--- config.mk ---
export PLATFORM = sky130hd
export DESIGN_NAME = if_fetch_stage
export DESIGN_NICKNAME = d
export VERILOG_FILES = /design/src/rtl/if_fetch_stage.sv
export SDC_FILE = /design/constraint.sdc
export NUM_CORES = 1
export LEC_CHECK = 0
export BUFFER_PORTS_ARGS = -buffer_cell sky130_fd_sc_hd__buf_2
export CORE_MARGIN = 3
export CORE_UTILIZATION = 52
export DETAILED_ROUTE_END_ITERATION = 8
export PLACE_DENSITY = 0.95
export REMOVE_ABC_BUFFERS = 1
export SYNTH_ARGS = -nofsm -noshare
export SYNTH_HDL_FRONTEND = slang
export SYNTH_SLANG_ARGS = --single-unit
--- constraint.sdc ---
create_clock -name Clk -period 6.34 [get_ports Clk]
set_clock_uncertainty 0.15 [all_clocks]
set_input_delay 0.317 -clock Clk [delete_from_list [all_inputs] [get_ports Clk]]
set_output_delay 0.317 -clock Clk [all_outputs]
set_load 0.05 [all_outputs]
--- src/rtl/if_fetch_stage.sv ---
// +--------------------------------------------------------------------------+
// | if_fetch_stage : MIPS instruction-fetch stage, PC register + IF/ID reg.  |
// | Optional macro IF_PERF_CNT_EN adds a 32-bit fetched-instruction counter. |
// | Revision: 1.0                                                            |
// +--------------------------------------------------------------------------+
`default_nettype none

module if_fetch_stage #(
  parameter logic [31:0] RESET_PC = 32'h0000_0000,
  parameter logic [31:0] NOP_INST = 32'h0000_0000
) (
  input  logic        Clk,
  input  logic        Clrn,
  input  logic        Stall,
  input  logic        Flush,
  input  logic        Redirect,
  input  logic [31:0] RedirectPC,
  output logic [31:0] Addr,
  input  logic [31:0] Inst,
  output logic [31:0] IdInst,
  output logic [31:0] IdPC,
  output logic [31:0] IdPC4,
  output logic        IdValid,
  output logic [31:0] FetchCnt
);

  localparam logic [31:0] c_reset_pc = RESET_PC & 32'hFFFF_FFFC;

  logic [31:0] r_pc;
  logic [31:0] r_id_inst;
  logic [31:0] r_id_pc;
  logic [31:0] r_id_pc4;
  logic        r_id_valid;

  logic [31:0] w_pc_plus4;
  logic        w_capture;
  logic        w_bubble;

  assign w_pc_plus4 = r_pc + 32'd4;
  // Redirect outranks both Flush and Stall; Flush outranks Stall.
  assign w_bubble   = Redirect | Flush;
  assign w_capture  = ~Redirect & ~Flush & ~Stall;

  always_ff @(posedge Clk or negedge Clrn) begin
    if (!Clrn) begin
      r_pc <= c_reset_pc;
    end else if (Redirect) begin
      r_pc <= {RedirectPC[31:2], 2'b00};
    end else if (w_capture) begin
      r_pc <= w_pc_plus4;
    end
  end

  // IdPC/IdPC4 keep their last values across bubbles.
  always_ff @(posedge Clk or negedge Clrn) begin
    if (!Clrn) begin
      r_id_inst  <= NOP_INST;
      r_id_pc    <= 32'h0;
      r_id_pc4   <= 32'h0;
      r_id_valid <= 1'b0;
    end else if (w_bubble) begin
      r_id_inst  <= NOP_INST;
      r_id_valid <= 1'b0;
    end else if (w_capture) begin
      r_id_inst  <= Inst;
      r_id_pc    <= r_pc;
      r_id_pc4   <= w_pc_plus4;
      r_id_valid <= 1'b1;
    end
  end

`ifdef IF_PERF_CNT_EN
  logic [31:0] r_fetch_cnt;

  always_ff @(posedge Clk or negedge Clrn) begin
    if (!Clrn) begin
      r_fetch_cnt <= 32'h0;
    end else if (w_capture) begin
      r_fetch_cnt <= r_fetch_cnt + 32'd1;
    end
  end

  assign FetchCnt = r_fetch_cnt;
`else
  assign FetchCnt = 32'h0;
`endif

  assign Addr    = r_pc;
  assign IdInst  = r_id_inst;
  assign IdPC    = r_id_pc;
  assign IdPC4   = r_id_pc4;
  assign IdValid = r_id_valid;

endmodule

`default_nettype wire
# --- After elaboration in Yosys (flattened, before gate mapping) ---
# Index checks and enable logic that the tools add are counted.
word_totals:
  elab_cells: 22
  register_bits: 129
  input_bits: 69
  out_inout_bits: 161
classes:
  bitwise_logic: 7
  addsub: 1
  muxes: 6
  reduce_logical: 3
op_table:
  columns: ["op", "n"]
  rows:
  - ["2-to-1 mux 32 bit", 4]
  - ["adder 32 x 3 -> 32 bit, second input constant", 1]
  - ["NOT 1 bit", 4]
  - ["nonzero test 2 bit", 2]
  - ["bitwise AND 1 bit", 2]
  - ["2-to-1 mux 1 bit", 2]
  - ["AND reduction 2 bit", 1]
  - ["bitwise OR 1 bit", 1]

# --- Longest topological paths before layout ---
# Gate-level depths: netlist (run 1).
logic_depth:
  word_depth: 5
  ltp_mapped: 7
  depth_no_buf: 6

# --- Worst setup path after synthesis (run 1) ---
# No wires, ideal clock.
synth_timing:
  path_type: "register -> register"
  start: "reg r_pc[2] (netlist: Addr[2])"
  end: "reg r_pc[28] (netlist: Addr[28])"
  period_less_slack_ns: 2.458
  path_slack_ns: 3.882
  path_stages_with_launch: 8
  setup_time_ns: 0.124
  t_required_ns: 6.066
  arrival_ns: 2.184
  path_buffers: 1
  path_cell_list: "dfrtp_1 ha_1 and3_1 clkbuf_1 nand3_1 nor4_1 a211oi_1 a211o_1"
synth_via:
  elab_chain_len: 3
synth_lines:
  columns: ["element", "line", "rtl"]
  rows:
  - ["start, declared", "29", "logic [31:0] r_pc;"]
  - ["start signal, assigned", "46", "r_pc <= c_reset_pc;"]
  - ["start signal, assigned", "48", "r_pc <= {RedirectPC[31:2], 2'b00};"]
  - ["start signal, assigned", "50", "r_pc <= w_pc_plus4;"]
  - ["adder 32 x 3 -> 32 bit", "39", "assign w_pc_plus4 = r_pc + 32'd4;"]
  - ["2-to-1 mux 32 bit", "49", "end else if (w_capture) begin"]
  - ["2-to-1 mux 32 bit", "47", "end else if (Redirect) begin"]
# Every way passes these cells. The select of a mux whose other input is x is not followed.
# A chain may end at the register's enable or synchronous reset.

# --- Worst setup path after layout (run 1) ---
layout_timing:
  start: "reg r_pc[2] (netlist: Addr[2])"
  end: "reg r_pc[20] (netlist: Addr[20])"
# Same word-level chain as after synthesis.

==> impl_metrics.py, run 1 <==
metrics = {
    "timing": {
        "tightest_slew_ns": 0.862,
        "drv_slew": 0,
        "min_period_ns": 2.61,
        "setup_tns_ns": 0,
        "fmax_mhz": 383,
        "finalHoldViolCount": 0,
        "period_share_pct": 41.2,
        "slew-limit-headroom_pct": 42.5,
        "rsz0062_at_grt": "false",
        "setup_violations": 0,
    },
    "worst_setup_path": {
        "cp-start-kind": "flip-flop",
        "r2r_slack_ns": 3.73,
        "worstSetupPathType": "flip-flop to flip-flop",
        "r2r_start": "Addr[2]",
        "reg2reg_depth": 6,
        "crit_required_ns": 6.61,
        "cp_max_fo": 7,
        "cp.arrival_ns": 2.89,
        "regToRegEndpoint": "Addr[20]",
        "end_kind": "flip-flop",
    },
    "final_layout": {
        "syn_to_final_growth_pct": 36.3,
        "drive_gt1_share_pct": 28.0,
        "fin_cells": 968,
        "layout.nets": 889,
        "diodes": 0,
    },
    "worst_hold_path": {
        "min_from": "Flush",
        "holdPathStages": 2,
        "hold_path.class": "input port to flip-flop",
        "min_to": "IdValid",
    },
    "pwr": {
        "share_comb_of_total_power_pct": 26.9,
        "swShare_pct": 37.1,
        "p_leak_uw": 0.00399,
        "p_clk_share_pct": 36.4,
        "p_int_uw": 1650,
        "vdd_ir_drop_max_mv": 0.218,
        "p_sw_uw": 972,
        "p_seq_share_pct": 36.7,
        "powerDensity_nw_per_um2": 336,
    },
    "place": {
        "place_hpwl_mm": 10.5,
        "port_buffers": 189,
        "dp.cells": 873,
        "gp_congestion": 0.831,
    },
    "synthesis": {
        "yosysMostFrequentCell": "nand2_1",
        "yosys-top-cells-area": "dfrtp_1 (54%), nand2_1 (9.5%), buf_4 (5.0%), a22o_1 (4.9%), o21ai_0 (3.9%)",
        "synth_compound_area_share_pct": 14.4,
        "synthAdderAreaFrac_pct": 0.219,
        "yosys-top-cells-count": "nand2_1 (144), dfrtp_1 (123), o21ai_0 (44)",
        "synthSimpleGateAreaFrac_pct": 18.6,
        "synth_xor_area_share_pct": 4.75,
        "synth_edf_count": 0,
        "synth-async-reset-ratio_pct": 100,
        "avgSynthCellArea_sq_um": 9.77,
        "synth_top_area_cell": "dfrtp_1",
        "synth_top_family_by_area": "simple AND/OR/NAND/NOR gates",
        "synth-seq-cells": 123,
        "syn_area_sq_um": 5720,
        "syn_inst": 585,
        "seq_area_frac_synth_pct": 53.9,
        "ys.flop_type": "dfrtp_1",
        "synth_mux_area_share_pct": 0,
        "synth_cell_types": 40,
        "netlist.area_leader.share_pct": 53.9,
        "yosys_warnings": 0,
    },
    "global_route": {
        "grtUsageTotal_pct": 27.3,
        "grt_pass1_vias": 5328,
        "globalRoute.totalOverflow": 0,
        "antenna_found_initial": 0,
        "grt_pass1_wl_mm": 27.3,
        "grt_max_degree": 71,
    },
    "clock_network": {
        "cts_max_path_buffers": 2,
        "h-tree-depth": 4,
        "clk-insertion-delay-late_ns": 0.49,
        "cts.sinks": 123,
        "cts_tree": "yes",
        "cts_hold_buf": 63,
        "cts_setup_buffers": 0,
        "path_clk_slew_ns": 0.06,
        "cts_inserted_buffers": 17,
        "post_cts_resized": 0,
        "cts_root_buf": "clkbuf_8",
    },
    "detailed_routing": {
        "drc_errors": 0,
        "post_drt_wl_per_cell_um": 17.4,
        "drtIter0Drc": 525,
        "viasPerCell": 5.54,
        "dr.pass1.iters": 5,
        "dr_total_vias": 5361,
        "drt_wl_total_mm": 16.9,
        "ant_nets": 0,
    },
    "floorplan": {
        "die_area_sq_um": 12300,
        "ios": 230,
        "die_x_um": 111,
        "die-height_um": 111,
        "coreArea_sq_um": 10500,
        "start_util_pct": 54.4,
        "rows": 37,
    },
    "flow_run": {
        "max_cap_viol_count": 0,
    },
    "outcome": {
        "outcome": "completed",
    },
}
==> registers in the layout, summed over array words and instances (netlist names) <==
| signal | count |
|---|---|
| IdPC | 30 |
| IdPC4 | 30 |
| IdValid | 1 |
| Addr | 30 |
| IdInst | 32 |
==> layout by cell type (no fill, tap or decap), types with 6 or more instances in the layout <==
cell / synthesis / final
nand3_1: 24 / 24
inv_1: 6 / 6
clkbuf_16: 0 / 16
nand2_1: 144 / 144
buf_2: 4 / 188
o21ai_0: 44 / 44
or3_1: 8 / 7
o211ai_1: 7 / 7
dfrtp_1: 123 / 123
a22o_1: 32 / 32
dlygate4sd3_1: 0 / 63
o311ai_0: 17 / 17
xnor2_1: 10 / 10
nor2_1: 16 / 16
and3_1: 6 / 6
conb_1: 1 / 38
xor2_1: 21 / 21
nand4_1: 8 / 8
==> stage by stage <==
step	hold WS, ns	utilization (%)	setup slack, ns	cell area, sq um	total power [uW]
final	0.0979	74.2	3.73	7790	2620
after global routing	0.0920	74.2	3.56	7790	2720
after CTS	0.0417	74.2	3.72	7790	2620
after detailed placement	0.237	62.6	3.56	6580	1640
after global placement	0.239	62.6	3.58	6580	1620
after floorplan	-0.129	-	1.27	5410	1450
==> cell type report <==
cell class | count | area, sq um
Multi-Input combinational cell | 415 | 2330
Tap cell | 136 | 170
Timing Repair Buffer | 256 | 1610
Clock inverter | 11 | 145
Fill cell | 706 | 2720
Sequential cell | 123 | 3080
Inverter | 6 | 22.5
Clock buffer | 21 | 439
==> how the worst max path moves through the flow <==
stage               end  startpoint  cells past startpoint  slack [ns]
2_1_floorplan   Addr[6]       Flush                      4        1.27
3_3_place_gp   Addr[29]    Redirect                      5        3.58
3_5_place_dp   Addr[29]    Redirect                      5        3.56
4_1_cts        Addr[20]     Addr[2]                      6        3.72
5_1_grt        Addr[30]     Addr[2]                      6        3.56
6_report       Addr[20]     Addr[2]                      6        3.73
==> kinds of logic after synthesis <==
logic type,Yosys count
other,1
AOI/OAI and AO/OA,116
adders and majority gates,1
buffers and inverters,84
and+or+nand+nor,229
DFF,123
xor gates and xnor gates,31
==> power by group through the flow <==
stage	Sequential [uW]	Combinational [uW]	Clock (uW)
6_report	962	704	954
3_5_place_dp	970	670	0
2_1_floorplan	1290	159	0
5_1_grt	975	741	1010
4_1_cts	959	702	961
3_3_place_gp	965	660	0
==> critical path, stage by stage (launching register included) <==
cell	delay (ns)
dfrtp_1	0.50
ha_1	0.30
nand3_1	0.24
nor3_1	0.65
nand3_1	0.26
or3_1	0.36
nand3_1	0.09
==> routing by layer <==
| metal | track usage, % | wire, um | share of wire, % |
|---|---|---|---|
| met1 | 34.1 | 6530 | 39 |
| met2 | 46.3 | 8550 | 51 |
| met3 | 6.22 | 1280 | 7.6 |
| met4 | 10.2 | 520 | 3.1 |
| met5 | 0 | 0 | 0 |
Note: power is estimated with default switching activity, not from simulation.
==> run 2: changes to the inputs <==
--- a/config.mk
+++ b/config.mk
@@ -7,9 +7,9 @@
 export LEC_CHECK = 0
 export BUFFER_PORTS_ARGS = -buffer_cell sky130_fd_sc_hd__buf_2
 export CORE_MARGIN = 3
-export CORE_UTILIZATION = 52
+export CORE_UTILIZATION = 44
 export DETAILED_ROUTE_END_ITERATION = 8
-export PLACE_DENSITY = 0.95
+export PLACE_DENSITY = 0.89
 export REMOVE_ABC_BUFFERS = 1
 export SYNTH_ARGS = -nofsm -noshare
 export SYNTH_HDL_FRONTEND = slang
==> constraint.sdc (replaced) <==
create_clock -name Clk -period 2.4 [get_ports Clk]
set_clock_uncertainty 0.15 [all_clocks]
set_input_delay 0.12 -clock Clk [delete_from_list [all_inputs] [get_ports Clk]]
set_output_delay 0.12 -clock Clk [all_outputs]
set_load 0.05 [all_outputs]
==> impl_metrics.py, run 2 (synthesis results as in run 1) <==
metrics = {
    "clock_network": {
        "h-tree-depth": 4,
        "path_clk_slew_ns": 0.06,
        "cts_inserted_buffers": 17,
        "cts_tree": "yes",
        "clk-insertion-delay-late_ns": 0.42,
        "cts_max_path_buffers": 2,
        "cts.sinks": 123,
        "cts_root_buf": "clkbuf_16",
        "cts_setup_buffers": 0,
    },
    "flow_run": {
        "max_cap_viol_count": 0,
    },
    "final_layout": {
        "syn_to_final_growth_pct": 40.3,
        "drive_gt1_share_pct": 29.3,
        "largest_register_ffs": 32,
        "layout.nets": 911,
        "final_util_pct": 63.3,
        "layout_commonest_cell": "buf_2",
        "fin_cells": 1027,
        "final_cell_mix": "buf_2 (188), nand2_1 (144), dfrtp_1 (123)",
    },
    "timing": {
        "rsz0062_at_grt": "false",
        "period_share_pct": 92.0,
        "finalHoldViolCount": 0,
        "min_period_ns": 2.21,
        "hold_ws_ns": 0.0237,
        "tightest_slew_ns": 0.700,
        "slew-limit-headroom_pct": 53.2,
        "drv_slew": 0,
        "fmax_mhz": 453,
        "setup_violations": 0,
    },
    "detailed_routing": {
        "viasPerCell": 5.16,
        "ant_nets": 0,
        "post_drt_wl_per_cell_um": 17.0,
        "drtIter0Drc": 366,
        "dr.pass1.iters": 4,
        "drt_wl_total_mm": 17.4,
        "dr_total_vias": 5300,
        "drc_errors": 0,
    },
    "pwr": {
        "power_uw": 6830,
        "vdd_ir_drop_max_mv": 0.485,
        "p_leak_uw": 0.00406,
        "powerDensity_nw_per_um2": 852,
    },
    "floorplan": {
        "start_util_pct": 45.1,
        "ios": 230,
        "die_area_sq_um": 14400,
        "die_x_um": 120,
        "die-height_um": 120,
        "coreArea_sq_um": 12700,
        "rows": 41,
    },
    "global_route": {
        "grtUsageTotal_pct": 24.4,
        "grt_pass1_vias": 5287,
        "grt_max_degree": 63,
        "antenna_found_initial": 1,
        "grt_pass1_wl_mm": 27.5,
        "globalRoute.totalOverflow": 0,
    },
    "place": {
        "place_hpwl_mm": 11.1,
        "gp_congestion": 0.791,
        "port_buffers": 189,
        "dp.cells": 924,
    },
    "outcome": {
        "outcome": "completed",
    },
    "worst_setup_path": {
        "worstSetupPathType": "flip-flop to flip-flop",
        "cp-start-kind": "flip-flop",
        "crit_required_ns": 2.60,
        "end_kind": "flip-flop",
        "cp_max_fo": 7,
        "cp.arrival_ns": 2.41,
    },
    "worst_hold_path": {
        "hold_path.class": "input port to flip-flop",
    },
}
## run 2: cell count changes in the layout (fill, tap and decap cells not counted), moves of 2 or more
cell,before,now
clkinv_4,4,1
dlygate4sd3_1,63,70
buf_4,5,18
clkinvlp_4,0,5
bufinv_16,3,1
## run 2: cell type report
class	count	area, sq um
diodes	1	2.50
clock buffers	21	460
clock inverters	11	96.3
fillers	999	4650
inverters	6	22.5
multi-input cells	415	2330
flip-flops and latches	123	3080
well taps	172	215
repair buffers	278	1810
## run 2: through the flow
stage	setup slack [ns]	TNS, ns	area [sq um]
after global placement	0.201	0	6750
after global routing	0.0312	0	8020
after detailed placement	0.142	0	6750
after floorplan	-2.47	-126.36	5410
after CTS	0.134	0	8010
final	0.192	0	8020
## run 2: path summary, 6_finish.rpt
path	end	startpoint	cells past startpoint	slack (ns)
setup / recovery	Addr[30]	Addr[2]	7	0.19
hold reg to reg	IdPC[15]	IdPC[15]	2	0.32
setup reg to reg	Addr[30]	Addr[2]	7	0.19
max in group asynchronous	IdInst[3]	Clrn	3	1.23
min in group asynchronous	Addr[21]	Clrn	2	0.09
hold / removal	Addr[13]	Redirect	3	0.02
## run 2: repair_timing
item                                    CTS  global route
endpoints found under the setup margin    0             1
resized for setup                         0             1
hold buffers                             70             0
hold endpoints to repair                142             0
## run 2: critical path: stages, from the launching register on
cell and delay [ns]:
dfrtp_1 0.46, ha_1 0.30, nand3_1 0.23, nor3_1 0.24, buf_4 0.17, nand4_1 0.16, or3_1 0.35, nand3_1 0.08
## run 2: power by group
part | total, uW | switching (uW) | leakage, uW | internal (uW)
Clock | 2400 | 930 | 0.000261 | 1470
Combinational | 1890 | 1450 | 0.00223 | 446
Sequential | 2540 | 218 | 0.00157 | 2320
## run 2: routing by layer
layer / part of all wire [%] / GRT usage [%]
met1: 41 / 30.6
met2: 50 / 40.5
met3: 6.7 / 5.98
met4: 2.5 / 9.66
met5: 0 / 0
